[config.mk]
export PLATFORM = sky130hd
export DESIGN_NAME = fetch_stage
export DESIGN_NICKNAME = d
export VERILOG_FILES = /design/src/rtl/fetch_stage.sv
export SDC_FILE = /design/constraint.sdc
export NUM_CORES = 1
export LEC_CHECK = 0
export CAP_MARGIN = 20
export CORE_MARGIN = 1.5
export CORE_UTILIZATION = 58
export DETAILED_ROUTE_END_ITERATION = 8
export PLACE_DENSITY = 0.93
export SLEW_MARGIN = 20
export SYNTH_ARGS = -nofsm -noshare
export SYNTH_HDL_FRONTEND = slang
export SYNTH_SLANG_ARGS = --single-unit
[constraint.sdc]
create_clock -name clk -period 10.55 [get_ports clk]
set_input_delay 1.055 -clock clk [delete_from_list [all_inputs] [get_ports clk]]
set_output_delay 1.055 -clock clk [all_outputs]
set_load 0.005 [all_outputs]
[src/rtl/fetch_stage.sv]
// fetch_stage: instruction fetch with redirect handling, req/ack imem handshake and IF/ID register.
module fetch_stage #(
    parameter logic [31:0] RESET_PC  = 32'h00000000,
    parameter logic [31:0] NOP_INSTR = 32'h00000013
) (
    input  logic        clk,
    input  logic        rst,
    input  logic        stall_d,
    input  logic        redirect,
    input  logic [31:0] redirect_pc,
    output logic        imem_req,
    output logic [31:0] imem_addr,
    input  logic        imem_ack,
    input  logic [31:0] imem_rdata,
    output logic [31:0] instr_d,
    output logic [31:0] pc_d,
    output logic [31:0] pcplus4_d,
    output logic        valid_d
);
    typedef enum logic [1:0] {FETCH, KILL, HOLD} state_t;
    state_t      state_q, state_d;
    logic [31:0] fpc_q, fpc_d, pend_q, pend_d, bi_q, bi_d, bp_q, bp_d;
    logic [31:0] id_instr_q, id_instr_d, id_pc_q, id_pc_d, id_pc4_q, id_pc4_d;
    logic        id_valid_q, id_valid_d;
    logic        wv;
    logic [31:0] wi, wp, rpc;
    assign rpc       = redirect_pc & ~32'h3;
    assign imem_req  = !rst && state_q != HOLD;
    assign imem_addr = fpc_q;
    assign instr_d   = id_instr_q;
    assign pc_d      = id_pc_q;
    assign pcplus4_d = id_pc4_q;
    assign valid_d   = id_valid_q;
    always_comb begin
        state_d = state_q;
        fpc_d   = fpc_q;
        pend_d  = pend_q;
        bi_d    = bi_q;
        bp_d    = bp_q;
        wv      = 1'b0;
        wi      = bi_q;
        wp      = bp_q;
        case (state_q)
            FETCH: begin
                if (redirect) begin
                    if (imem_ack) fpc_d = rpc;
                    else begin
                        pend_d  = rpc;
                        state_d = KILL;
                    end
                end else if (imem_ack) begin
                    fpc_d = fpc_q + 32'd4;
                    if (stall_d) begin
                        bi_d    = imem_rdata;
                        bp_d    = fpc_q;
                        state_d = HOLD;
                    end else begin
                        wv = 1'b1;
                        wi = imem_rdata;
                        wp = fpc_q;
                    end
                end
            end
            // imem_addr stays on the abandoned pc until its response drains
            KILL: begin
                if (redirect) pend_d = rpc;
                if (imem_ack) begin
                    fpc_d   = redirect ? rpc : pend_q;
                    state_d = FETCH;
                end
            end
            HOLD: begin
                if (redirect) begin
                    fpc_d   = rpc;
                    state_d = FETCH;
                end else if (!stall_d) begin
                    wv      = 1'b1;
                    state_d = FETCH;
                end
            end
            default: state_d = FETCH;
        endcase
        id_valid_d = redirect ? 1'b0 : stall_d ? id_valid_q : wv;
        id_instr_d = redirect ? NOP_INSTR : stall_d ? id_instr_q : wv ? wi : NOP_INSTR;
        id_pc_d    = (!redirect && !stall_d && wv) ? wp : id_pc_q;
        id_pc4_d   = (!redirect && !stall_d && wv) ? wp + 32'd4 : id_pc4_q;
    end
    always_ff @(posedge clk or posedge rst) begin
        if (rst) begin
            state_q    <= FETCH;
            fpc_q      <= RESET_PC & ~32'h3;
            pend_q     <= '0;
            bi_q       <= '0;
            bp_q       <= '0;
            id_instr_q <= NOP_INSTR;
            id_pc_q    <= '0;
            id_pc4_q   <= '0;
            id_valid_q <= 1'b0;
        end else begin
            state_q    <= state_d;
            fpc_q      <= fpc_d;
            pend_q     <= pend_d;
            bi_q       <= bi_d;
            bp_q       <= bp_d;
            id_instr_q <= id_instr_d;
            id_pc_q    <= id_pc_d;
            id_pc4_q   <= id_pc4_d;
            id_valid_q <= id_valid_d;
        end
    end
endmodule

# == After elaboration in Yosys (flattened, before gate mapping) ==
# Index checks and enable logic that the tools add are counted.
# totals
register_bits,227
inputBits,69
out_inout_bits,130
elab_cells,72
# op_classes
add_sub_neg,2
n_eq_ne,13
muxes,34
n_bitwise,1
n_reduce_logical,13
# op_table
cell,n
2-to-1 mux 32 bit,17
one-hot mux 32 bit (3 select lines),1
"adder 32 x 3 -> 32 bit, second input constant",2
one-hot mux 32 bit (2 select lines),1
2-to-1 mux 2 bit,7
"inequality test 2 bit, second input constant",6
"inequality test 3 bit, second input constant",4
AND reduction 4 bit,2
2-to-1 mux 1 bit,6
one-hot mux 2 bit (3 select lines),1
AND reduction 5 bit,1
logical AND 1 bit,3
logical NOT 1 bit,3
AND reduction 3 bit,1
nonzero test 3 bit,1
"== test 2 x 1 -> 1 bit, second input constant",1
"== test 2 bit, second input constant",1
logical NOT 2 bit,1
"inequality test 2 x 1 -> 1 bit, second input constant",1
one-hot mux 1 bit (2 select lines),1
nonzero test 2 bit,1
inverter 1 bit,1

# == Depth between registers and ports, before layout ==
# Gate-level depths: netlist of run 1.
# logic_depth
word_depth,7
depth_mapped,17
depth_no_buf,11

# == Least setup slack after synthesis of run 1 ==
# Ideal clock, no wire load.
# synth_timing
kind,input to register
startpoint,in redirect
endpoint,reg id_pc4_q[28] (netlist: pcplus4_d[28])
arrival_ps,3871
required_time_ps,10427
setup_slack_ps,6556
path_stages,15
n_path_buf,6
path_cell_list,buf_6 > and4bb_1 > buf_6 > buf_6 > buf_4 > buf_2 > buf_2 > nand2_1 > nand2_1 > ha_1 > nand3_1 > nor4_4 > a22oi_2 > or4b_1 > o221a_2
# synth_via
elab_chain_len,3
# synth_lines
item,line_no,text
start: declaration,9,"input logic redirect,"
2-to-1 mux 32 bit,45,if (redirect) begin
2-to-1 mux 32 bit,43,case (state_q)
via wp[3],26,"logic [31:0] wi, wp, rpc;"
adder 32 x 3 -> 32 bit,86,id_pc4_d = (!redirect && !stall_d && wv) ? wp + 32'd4 : id_pc4_q;
end signal: assignment,107,id_pc4_q <= id_pc4_d;
end: declaration,23,"logic [31:0] id_instr_q, id_instr_d, id_pc_q, id_pc_d, id_pc4_q, id_pc4_d;"
# The timed path passes the listed nets, and every way through them passes these cells.
# A chain may end at the register's enable or synchronous reset.

# == Worst setup path in the final report of run 1 ==
# layout_timing
startpoint,in stall_d
endpoint,reg id_pc4_q[28] (netlist: pcplus4_d[28])
# layout_via
elab_chain_len,5
# layout_lines
item,line_no,text
start: declaration,8,"input logic stall_d,"
2-to-1 mux 32 bit,53,if (stall_d) begin
2-to-1 mux 32 bit,51,end else if (imem_ack) begin
2-to-1 mux 32 bit,45,
2-to-1 mux 32 bit,43,
via wp[2],26,
adder 32 x 3 -> 32 bit,86,
# The timed path passes the listed nets, and every way through them passes these cells.

==> metrics.cfg, run 1 <==
[power_and_ir_drop]
internal_power_mw = 2.70
switching_share = 0.370
p_per_area_nw_per_um2 = 302
peakVddDrop_mv = 0.200
power.switching_mw = 1.58
power_frac_seq = 0.380
combPwrFrac = 0.414
p_leak_nw = 5.88
clkPwrFrac = 0.206

[placed_design]
place.gp.congestion = 0.930
portBuffers = 196
dpl.cell_count = 1507
hpwl_um = 21300

[critical_path]
endpoint_kind = flip-flop
timing.rr.start = state_q[0]
worst-path-max-fanout = 71
crit_required_ns = 10.95
crit_path_start_kind = input port
cp-startpoint = stall_d
worstPathArrival_ns = 4.73
path_class = input port to flip-flop

[clocking]
cts_made_buffers = 22
cts_root_buf = clkbuf_16
holdBufCountCts = 0
insertion_delay_ns = 0.52
post_cts_buffers = 0
path_clk_slew_ns = 0.06
cts_tree = built
post_cts_resized = 0
cts_max_path_buffers = 3
cts_num_sinks = 225
htree_levels = 1

[cells_and_area]
final_common_cell = dfrtp_1
fill_cells = 1236
final_cell_mix = dfrtp_1, clkdlybuf4s50_1, nand2_1
final_nets = 1340
drive_above_1_share = 0.133
fin_cells = 1547
syn2layout_area_growth_pct = 24.9
n_antenna_cell = 0

[synth]
yosys.area_share.adder = 0.00551
synth_mux_area_frac = 0.132
synth_compound_area_frac = 0.166
synthXorXnorAreaFrac = 0.0139
synth_seq_cells = 225
syn_area_um2 = 11400
ys_seq_area_frac = 0.496
async_reset_ff_frac = 1.00
syn_nets = 1193
synth-simple-area-share = 0.145
synth_edf_count = 0
synth_top_family_by_area = compound AO/OA/AOI/OAI gates
syn_avg_cell_area_um2 = 10.2
ys.flop_type = dfrtp_1
synth_cell_types = 70
yosys_warnings = 0
synthCells = 1119

[drt]
met2WireLength_um = 15400
postRouteAntennaNets = 0
viasPerCell = 6.54
routed-via-count = 10100
wl_met3_um = 2850
wirelength_um = 33000
drt_iter0_drc = 1272
drc = 0
first_pass_iters = 6
top_layer = met4
routedWlPerCell_um = 21.3
m1WireLength_um = 13200

[die]
num_rows = 51
core_um2 = 19300
dieArea_um2 = 20400
die_h_um = 143
ios = 199
start_util = 0.588
chipWidth_um = 143

[sta]
setup_violations = 0
tightest_slew_ns = 0.981
finalMaxSlewViolations = 0
slew_headroom = 0.343
finalClockSkew_ns = 0.0194
rsz0062_at_grt = false
fmax_mhz = 231
period_share = 0.410
tns_ns = 0
min_period_ns = 4.33
hold_violations = 0

[global_routing]
grt_max_degree = 151
grt_pass1_vias = 9584
globalRouteTotalUtil = 0.322
overflow = 0
antenna_found_initial = 0
grt_pass1_wl_um = 51800

[hold_path]
hold_path_class = flip-flop to flip-flop
hold_start = instr_d[5]

[run]
maxCapViolCount = 0

[outcome]
status = completed

[cells by family after synthesis]
family | count (synthesis)
AND/OR/NAND/NOR | 340
flip-flops | 225
XOR/XNOR | 18
AO/OA/AOI/OAI | 292
adder cells (fa/ha/maj) | 5
buffers and inverters | 101
multiplexers | 138
[synthesized netlist by cell type, types with 6 or more instances]
| cell | count | area [um2] |
|---|---|---|
| a21oi_1 | 67 | 335 |
| a221oi_1 | 18 | 158 |
| a222oi_1 | 7 | 70.1 |
| a2bb2oi_1 | 7 | 61.3 |
| a31oi_1 | 13 | 81.3 |
| and3_1 | 9 | 56.3 |
| and4_1 | 7 | 61.3 |
| buf_2 | 23 | 115 |
| buf_4 | 6 | 45.0 |
| clkbuf_1 | 45 | 169 |
| dfrtp_1 | 222 | 5560 |
| inv_1 | 16 | 60.1 |
| mux2_2 | 98 | 1100 |
| mux2i_1 | 40 | 400 |
| nand2_1 | 135 | 507 |
| nand3_1 | 30 | 150 |
| nand4_1 | 14 | 87.6 |
| nor2_1 | 75 | 282 |
| nor3_1 | 23 | 115 |
| nor3_2 | 6 | 60.1 |
| nor4_1 | 10 | 62.6 |
| o21a_1 | 15 | 113 |
| o21ai_0 | 73 | 365 |
| o22ai_1 | 35 | 219 |
| o31ai_1 | 9 | 67.6 |
| xnor2_1 | 11 | 96.3 |
| xor2_1 | 7 | 61.3 |
[power by group through the flow]
stage                     Clock, mW  Sequential, mW  Combinational, mW
after floorplan                   0            1.49               1.06
after global placement            0            1.58               1.63
after detailed placement          0            1.61               1.71
after CTS                     0.888            1.61               1.74
after global routing          0.926            1.66               1.91
final                         0.884            1.63               1.77
[flip-flops by register name, summed over array words and instances (netlist names)]
signal / count
bp_q: 32
imem_addr: 32
state_q: 2
pc_d: 32
instr_d: 32
valid_d: 1
pcplus4_d: 30
bi_q: 32
pend_q: 32
[stage by stage]
step	utilization	worst slack (ns)	total power, mW	area [um2]	hold slack, ns
2_1_floorplan	-	3.34	2.55	11400	0.450
3_3_place_gp	0.691	5.78	3.21	13400	0.454
3_5_place_dp	0.691	5.75	3.32	13400	0.469
4_1_cts	0.733	6.27	4.24	14200	0.483
5_1_grt	0.734	6.00	4.50	14200	0.508
6_report	0.734	6.22	4.28	14200	0.477
[layout make-up]
type	count	area, um2	area share
flip-flops and latches	225	5630	0.397
multi-input cells	793	5290	0.373
repair buffers	208	2050	0.144
clock buffers	33	653	0.0460
well taps	265	332	0.0234
clock inverters	7	164	0.0115
inverters	16	72.6	0.00511
[layer usage]
layer,global-route usage,up-vias
met2,0.510,629
met1,0.439,4946
met3,0.0516,126
li1,-,4422
met4,0.142,0
met5,0,-
[worst paths after layout]
kind	end	slack [ns]	cells after the start
setup / recovery	pcplus4_d[28]	6.22	11
hold / removal	instr_d[5]	0.48	2
setup reg to reg	pcplus4_d[28]	6.47	12
hold reg to reg	instr_d[5]	0.48	2
max in group asynchronous	pcplus4_d[14]	7.98	3
min in group asynchronous	state_q[0]	1.06	2
[worst max-delay path: stages]
cell and delay (ns):
clkdlybuf4s50_1 0.56, and4bb_2 0.35, buf_4 0.66, nand2_1 0.16, nand2_1 0.11, ha_1 0.26
nand3_1 0.24, nor4_4 0.37, a22oi_2 0.19, or4b_1 0.54, o221a_2 0.14
Power figures use the tool's default switching activity.
==> run 2, diff against run 1 <==
CORE_UTILIZATION = 53   (was 58)
PLACE_DENSITY = 0.86   (was 0.93)
clock period = 4.3 ns   (was 10.55 ns; I/O delays follow)
==> run 2 against run 1 <==
Against the previous run:
- critical path depth is the same
- sequential power grew 140%
- clock skew grew 0.0037 ns
- clock power grew 140%
- via count shrank 3.2%
- non-clock buffer count grew 7
- die area grew 9.2%
- final cell count grew 1.2%
- cell area grew 0.48%
- routed wire length shrank 4.1%
- core utilization shrank 5.6 points
- critical path type is now flip-flop to flip-flop
- largest cell class unchanged
- largest power group unchanged
==> metrics.cfg, run 2 (synthesis gave the netlist of run 1 again) <==
[outcome]
status = completed  ; unchanged

[critical_path]
r2r_slack_ns = 0.89  ; was 6.47 ns
critPathMaxStageDelay_ns = 0.55  ; was 0.66 ns
timing.rr.start = state_q[0]  ; unchanged
cp_slowest_cell = or4b_1  ; was buf_4
cp-startpoint = state_q[0]  ; was stall_d
worst-path-max-fanout = 11  ; was 71
rr_worst_depth = 11  ; was 12
worst-path-stages = 11  ; unchanged
worstPathArrival_ns = 3.81  ; was 4.73 ns
path_class = flip-flop to flip-flop  ; was input port to flip-flop
r2r-end = pcplus4_d[28]  ; unchanged
endpoint = pcplus4_d[28]  ; unchanged
crit_required_ns = 4.70  ; was 10.95 ns
critPathTopFamily = simple AND/OR/NAND/NOR gates  ; unchanged
endpoint_kind = flip-flop  ; unchanged
crit_path_cell_trace = inv_1 -> ha_1 -> and4bb_2 -> nand2_1 -> nand2_1 -> ha_1 -> nand3_1 -> nor4_4 -> a22oi_2 -> or4b_1 -> o221a_2  ; was clkdlybuf4s50_1 -> and4bb_2 -> buf_4 -> nand2_1 -> nand2_1 -> ha_1 -> nand3_1 -> nor4_4 -> a22oi_2 -> or4b_1 -> o221a_2
cp.buffers_inverters = 1  ; was 2
crit_path_start_kind = flip-flop  ; was input port

[sta]
min_period_ns = 3.41
rsz0062_at_grt = false  ; unchanged
finalMaxSlewViolations = 0  ; unchanged
whs_ns = 0.452  ; was 0.477 ns
finalClockSkew_ns = 0.0230  ; was 0.0194 ns
tightest_slew_ns = 0.952  ; was 0.981 ns
period_share = 0.793
slew_headroom = 0.365  ; was 0.343
tns_ns = 0  ; unchanged
hold_violations = 0  ; unchanged
fmax_mhz = 293
setup_violations = 0  ; unchanged

[placed_design]
placed_area_um2 = 13500  ; was 13400 um2
portBuffers = 196  ; unchanged
place.gp.congestion = 0.891  ; was 0.930
hpwl_um = 21700  ; was 21300 um

[drt]
wirelength_um = 31700  ; was 33000 um
drc = 0  ; unchanged
routedWlPerCell_um = 20.2  ; was 21.3 um
routed-via-count = 9796  ; was 10100
drt_iter0_drc = 1307  ; was 1272
postRouteAntennaNets = 0  ; unchanged
first_pass_iters = 8  ; was 6
viasPerCell = 6.26  ; was 6.54

[die]
dieArea_um2 = 22300  ; was 20400 um2
chipWidth_um = 149  ; was 143 um
num_rows = 53  ; was 51
start_util = 0.540  ; was 0.588
core_um2 = 21000  ; was 19300 um2
die_h_um = 149  ; was 143 um
ios = 199  ; unchanged

[clocking]
cts_tree = built  ; unchanged
post_cts_buffers = 0  ; unchanged
insertion_delay_ns = 0.51  ; was 0.52 ns
post_cts_resized = 0  ; unchanged
cts_root_buf = clkbuf_16  ; unchanged
cts_max_path_buffers = 3  ; unchanged
htree_levels = 1  ; unchanged
cts_made_buffers = 23  ; was 22
path_clk_slew_ns = 0.06  ; about the same
cts_num_sinks = 225  ; unchanged
holdBufCountCts = 0  ; unchanged

[global_routing]
grt_pass1_wl_um = 50500  ; was 51800 um
globalRouteTotalUtil = 0.284  ; was 0.322
overflow = 0  ; unchanged
grt_pass1_vias = 9198  ; was 9584
antenna_found_initial = 0  ; unchanged
grt_max_degree = 120  ; was 151

[cells_and_area]
drive_above_1_share = 0.143  ; was 0.133
final_common_cell = dfrtp_1  ; unchanged
final_nets = 1348  ; was 1340
n_antenna_cell = 0  ; unchanged
syn2layout_area_growth_pct = 25.5  ; was 24.9%
final_area_um2 = 14300  ; was 14200 um2
final_cell_mix = dfrtp_1, clkdlybuf4s50_1, nand2_1  ; unchanged

[power_and_ir_drop]
p_per_area_nw_per_um2 = 728  ; was 302 nW/um2
p_leak_nw = 5.91  ; was 5.88 nW
peakVddDrop_mv = 0.343  ; was 0.200 mV

[hold_path]
hold_path_class = input port to asynchronous set/reset pin  ; was flip-flop to flip-flop

[run]
maxCapViolCount = 0  ; unchanged

run 2: power by group:
part           leakage (nW)  switching, mW  internal, mW  total [mW]
Combinational          2.76           2.07          2.20        4.27
Sequential             2.76          0.904          3.06        3.96
Clock                 0.394          0.848          1.30        2.15
Total                  5.91           3.82          6.56        10.4
run 2: worst reg2reg max path: cells and delay by family, from the launching register on:
| kind | cells | cell delay [ns] |
|---|---|---|
| AND/OR/NAND/NOR | 6 | 1.80 |
| adder cells (fa/ha/maj) | 2 | 0.69 |
| flip-flops | 1 | 0.38 |
| AO/OA/AOI/OAI | 2 | 0.33 |
| buffers and inverters | 1 | 0.13 |
run 2: worst min-delay path by stage:
stage / start / end / cells after the start
after floorplan: bp_q[31] / bp_q[31] / 2
after global placement: bp_q[31] / bp_q[31] / 2
after detailed placement: valid_d / valid_d / 2
after CTS: valid_d / valid_d / 2
after global routing: valid_d / valid_d / 2
final: rst / state_q[1] / 3
run 2: per-stage QoR:
stage                     power (mW)  worst slack [ns]   util  instances
after floorplan                 6.27             0.747      -       1119
after global placement          7.96             0.893  0.640       1524
after detailed placement        8.16             0.776  0.640       1524
after CTS                       10.3             0.950  0.678       1565
after global routing            11.0             0.726  0.678       1565
final                           10.4             0.889  0.678       1565
run 2: layout make-up:
type                    instances  area [um2]
fillers                      1530        6760
flip-flops and latches        225        5630
multi-input cells             793        5280
repair buffers                215        2120
clock buffers                  25         593
well taps                     275         344
clock inverters                16         216
inverters                      16        63.8
run 2: layer usage:
layer  vias to the layer above  global-route usage  part of all wire  wire length (um)
li1                       4416                   -                 -                 -
met4                         0              0.0950             0.035              1100
met3                        80              0.0445             0.087              2750
met5                         -                   0                 0                 0
met1                      4791               0.408              0.41             13100
met2                       509               0.441              0.46             14700
==> run 3, diff against run 2 <==
clock period = 3.3 ns   (was 4.3 ns; I/O delays follow)
==> run 3 against run 2 <==
Against the previous run:
- routed wire length increased by 1.1%
- non-clock buffer count grew 11
- cell area up 1.0%
- power is 31% higher
- sequential share of layout area down 0.41 points
- hold slack lost 0.25 ns
- critical path type unchanged
- largest cell class unchanged
- largest power group unchanged
==> metrics.cfg, run 3 (synthesis gave the netlist of run 1 again) <==
[outcome]
status = completed  ; unchanged

[die]
chipWidth_um = 149  ; unchanged
num_rows = 53  ; unchanged
ios = 199  ; unchanged
start_util = 0.540  ; unchanged
die_h_um = 149  ; unchanged
core_um2 = 21000  ; unchanged
dieArea_um2 = 22300  ; unchanged

[cells_and_area]
seq_area_um2 = 5630  ; unchanged
final_cell_mix = dfrtp_1, clkdlybuf4s50_1, nand2_1  ; unchanged
syn2layout_area_growth_pct = 26.8  ; was 25.5%
final_common_cell = dfrtp_1  ; unchanged
final_nets = 1359  ; was 1348
drive_above_1_share = 0.152  ; was 0.143
n_antenna_cell = 0  ; unchanged
final_area_um2 = 14400  ; was 14300 um2
multiInputGateArea_um2 = 5320  ; was 5280 um2
fill_cells = 1512  ; was 1530

[hold_path]
hold_path_class = input port to asynchronous set/reset pin  ; unchanged

[drt]
first_pass_iters = 6  ; was 8
postRouteAntennaNets = 0  ; unchanged
routed-via-count = 9854  ; was 9796
routedWlPerCell_um = 20.3  ; was 20.2 um
drt_iter0_drc = 1112  ; was 1307
viasPerCell = 6.26  ; about the same
wirelength_um = 32000  ; was 31700 um
drc = 0  ; unchanged

[critical_path]
cp.buffers_inverters = 1  ; unchanged
crit_path_start_kind = flip-flop  ; unchanged
cp_slowest_cell = or4b_1  ; unchanged
critPathMaxStageDelay_ns = 0.53  ; was 0.55 ns
worstPathArrival_ns = 3.36  ; was 3.81 ns
path_class = flip-flop to flip-flop  ; unchanged
crit_top_cell = ha_4
critPathTopFamily = simple AND/OR/NAND/NOR gates  ; unchanged
crit_path_cell_trace = inv_2 -> ha_4 -> and4bb_2 -> nand2_1 -> nand2_2 -> ha_4 -> nand4_1 -> nor4_4 -> a22oi_2 -> or4b_1 -> o221a_2  ; was inv_1 -> ha_1 -> and4bb_2 -> nand2_1 -> nand2_1 -> ha_1 -> nand3_1 -> nor4_4 -> a22oi_2 -> or4b_1 -> o221a_2
endpoint_kind = flip-flop  ; unchanged
crit_required_ns = 3.70  ; was 4.70 ns
worst-path-max-fanout = 11  ; unchanged

[clocking]
path_clk_slew_ns = 0.06  ; about the same
htree_levels = 1  ; unchanged
post_cts_resized = 0  ; unchanged
cts_root_buf = clkbuf_16  ; unchanged
holdBufCountCts = 0  ; unchanged
cts_tree = built  ; unchanged
cts_num_sinks = 225  ; unchanged
post_cts_buffers = 0  ; unchanged
insertion_delay_ns = 0.52  ; was 0.51 ns
cts_max_path_buffers = 3  ; unchanged
cts_made_buffers = 23  ; unchanged

[placed_design]
hpwl_um = 22300  ; was 21700 um
place_ws_ns = 0.235  ; was 0.776 ns
placed_area_um2 = 13600  ; was 13500 um2
portBuffers = 196  ; unchanged
place.gp.congestion = 0.897  ; was 0.891

[run]
maxCapViolCount = 0  ; unchanged

[sta]
min_period_ns = 2.96  ; was 3.41 ns
finalClockSkew_ns = 0.0262  ; was 0.0230 ns
fmax_mhz = 338  ; was 293 MHz
tns_ns = 0  ; unchanged
slew_headroom = 0.378  ; was 0.365
finalMaxSlewViolations = 0  ; unchanged
rsz0062_at_grt = false  ; unchanged
period_share = 0.897  ; was 0.793
hold_violations = 0  ; unchanged
setup_violations = 0  ; unchanged
tightest_slew_ns = 0.929  ; was 0.952 ns
setup_ws_ns = 0.340  ; was 0.889 ns

[global_routing]
grt_pass1_vias = 9474  ; was 9198
globalRouteTotalUtil = 0.290  ; was 0.284
grt_pass1_wl_um = 51300  ; was 50500 um
grt_max_degree = 77  ; was 120
antenna_found_initial = 0  ; unchanged
overflow = 0  ; unchanged

[power_and_ir_drop]
p_leak_nw = 5.98  ; was 5.91 nW
p_per_area_nw_per_um2 = 945  ; was 728 nW/um2
totalPowerFinal_mw = 13.6  ; was 10.4 mW
peakVddDrop_mv = 0.435  ; was 0.343 mV

==> run 3: cell type report <==
cell class | count | area share
Timing Repair Buffer | 226 | 0.157
Clock inverter | 10 | 0.0104
Multi-Input combinational cell | 793 | 0.369
Tap cell | 275 | 0.0239
Inverter | 16 | 0.00443
Sequential cell | 225 | 0.391
Clock buffer | 30 | 0.0446
==> run 3: routing by layer <==
metal,GRT usage,share of wire
met1,0.412,0.42
met2,0.454,0.47
met3,0.0415,0.074
met4,0.107,0.036
met5,0,0
==> run 3: stage by stage <==
step                      utilization  hold slack [ns]  instances
final                           0.685            0.198       1575
after global routing            0.685            0.241       1575
after CTS                       0.685            0.194       1575
after detailed placement        0.648            0.468       1535
after global placement          0.648            0.456       1535
after floorplan                     -            0.450       1119
==> run 3: where the power goes <==
group	internal, mW	switching, mW
Sequential	3.99	1.18
Combinational	2.97	2.71
Clock	1.68	1.08
Total	8.64	4.97
==> run 3: final timing paths <==
check | startpoint | endpoint | slack, ns | depth (start not counted)
worst max-delay path | state_q[0] | pcplus4_d[28] | 0.34 | 11
worst min-delay path | rst | pend_q[14] | 0.20 | 2
worst max register to register | state_q[0] | pcplus4_d[28] | 0.34 | 11
worst min register to register | pcplus4_d[3] | pcplus4_d[3] | 0.47 | 2
max in group asynchronous | rst | instr_d[0] | 2.23 | 3
min in group clk | redirect | instr_d[1] | 0.33 | 4
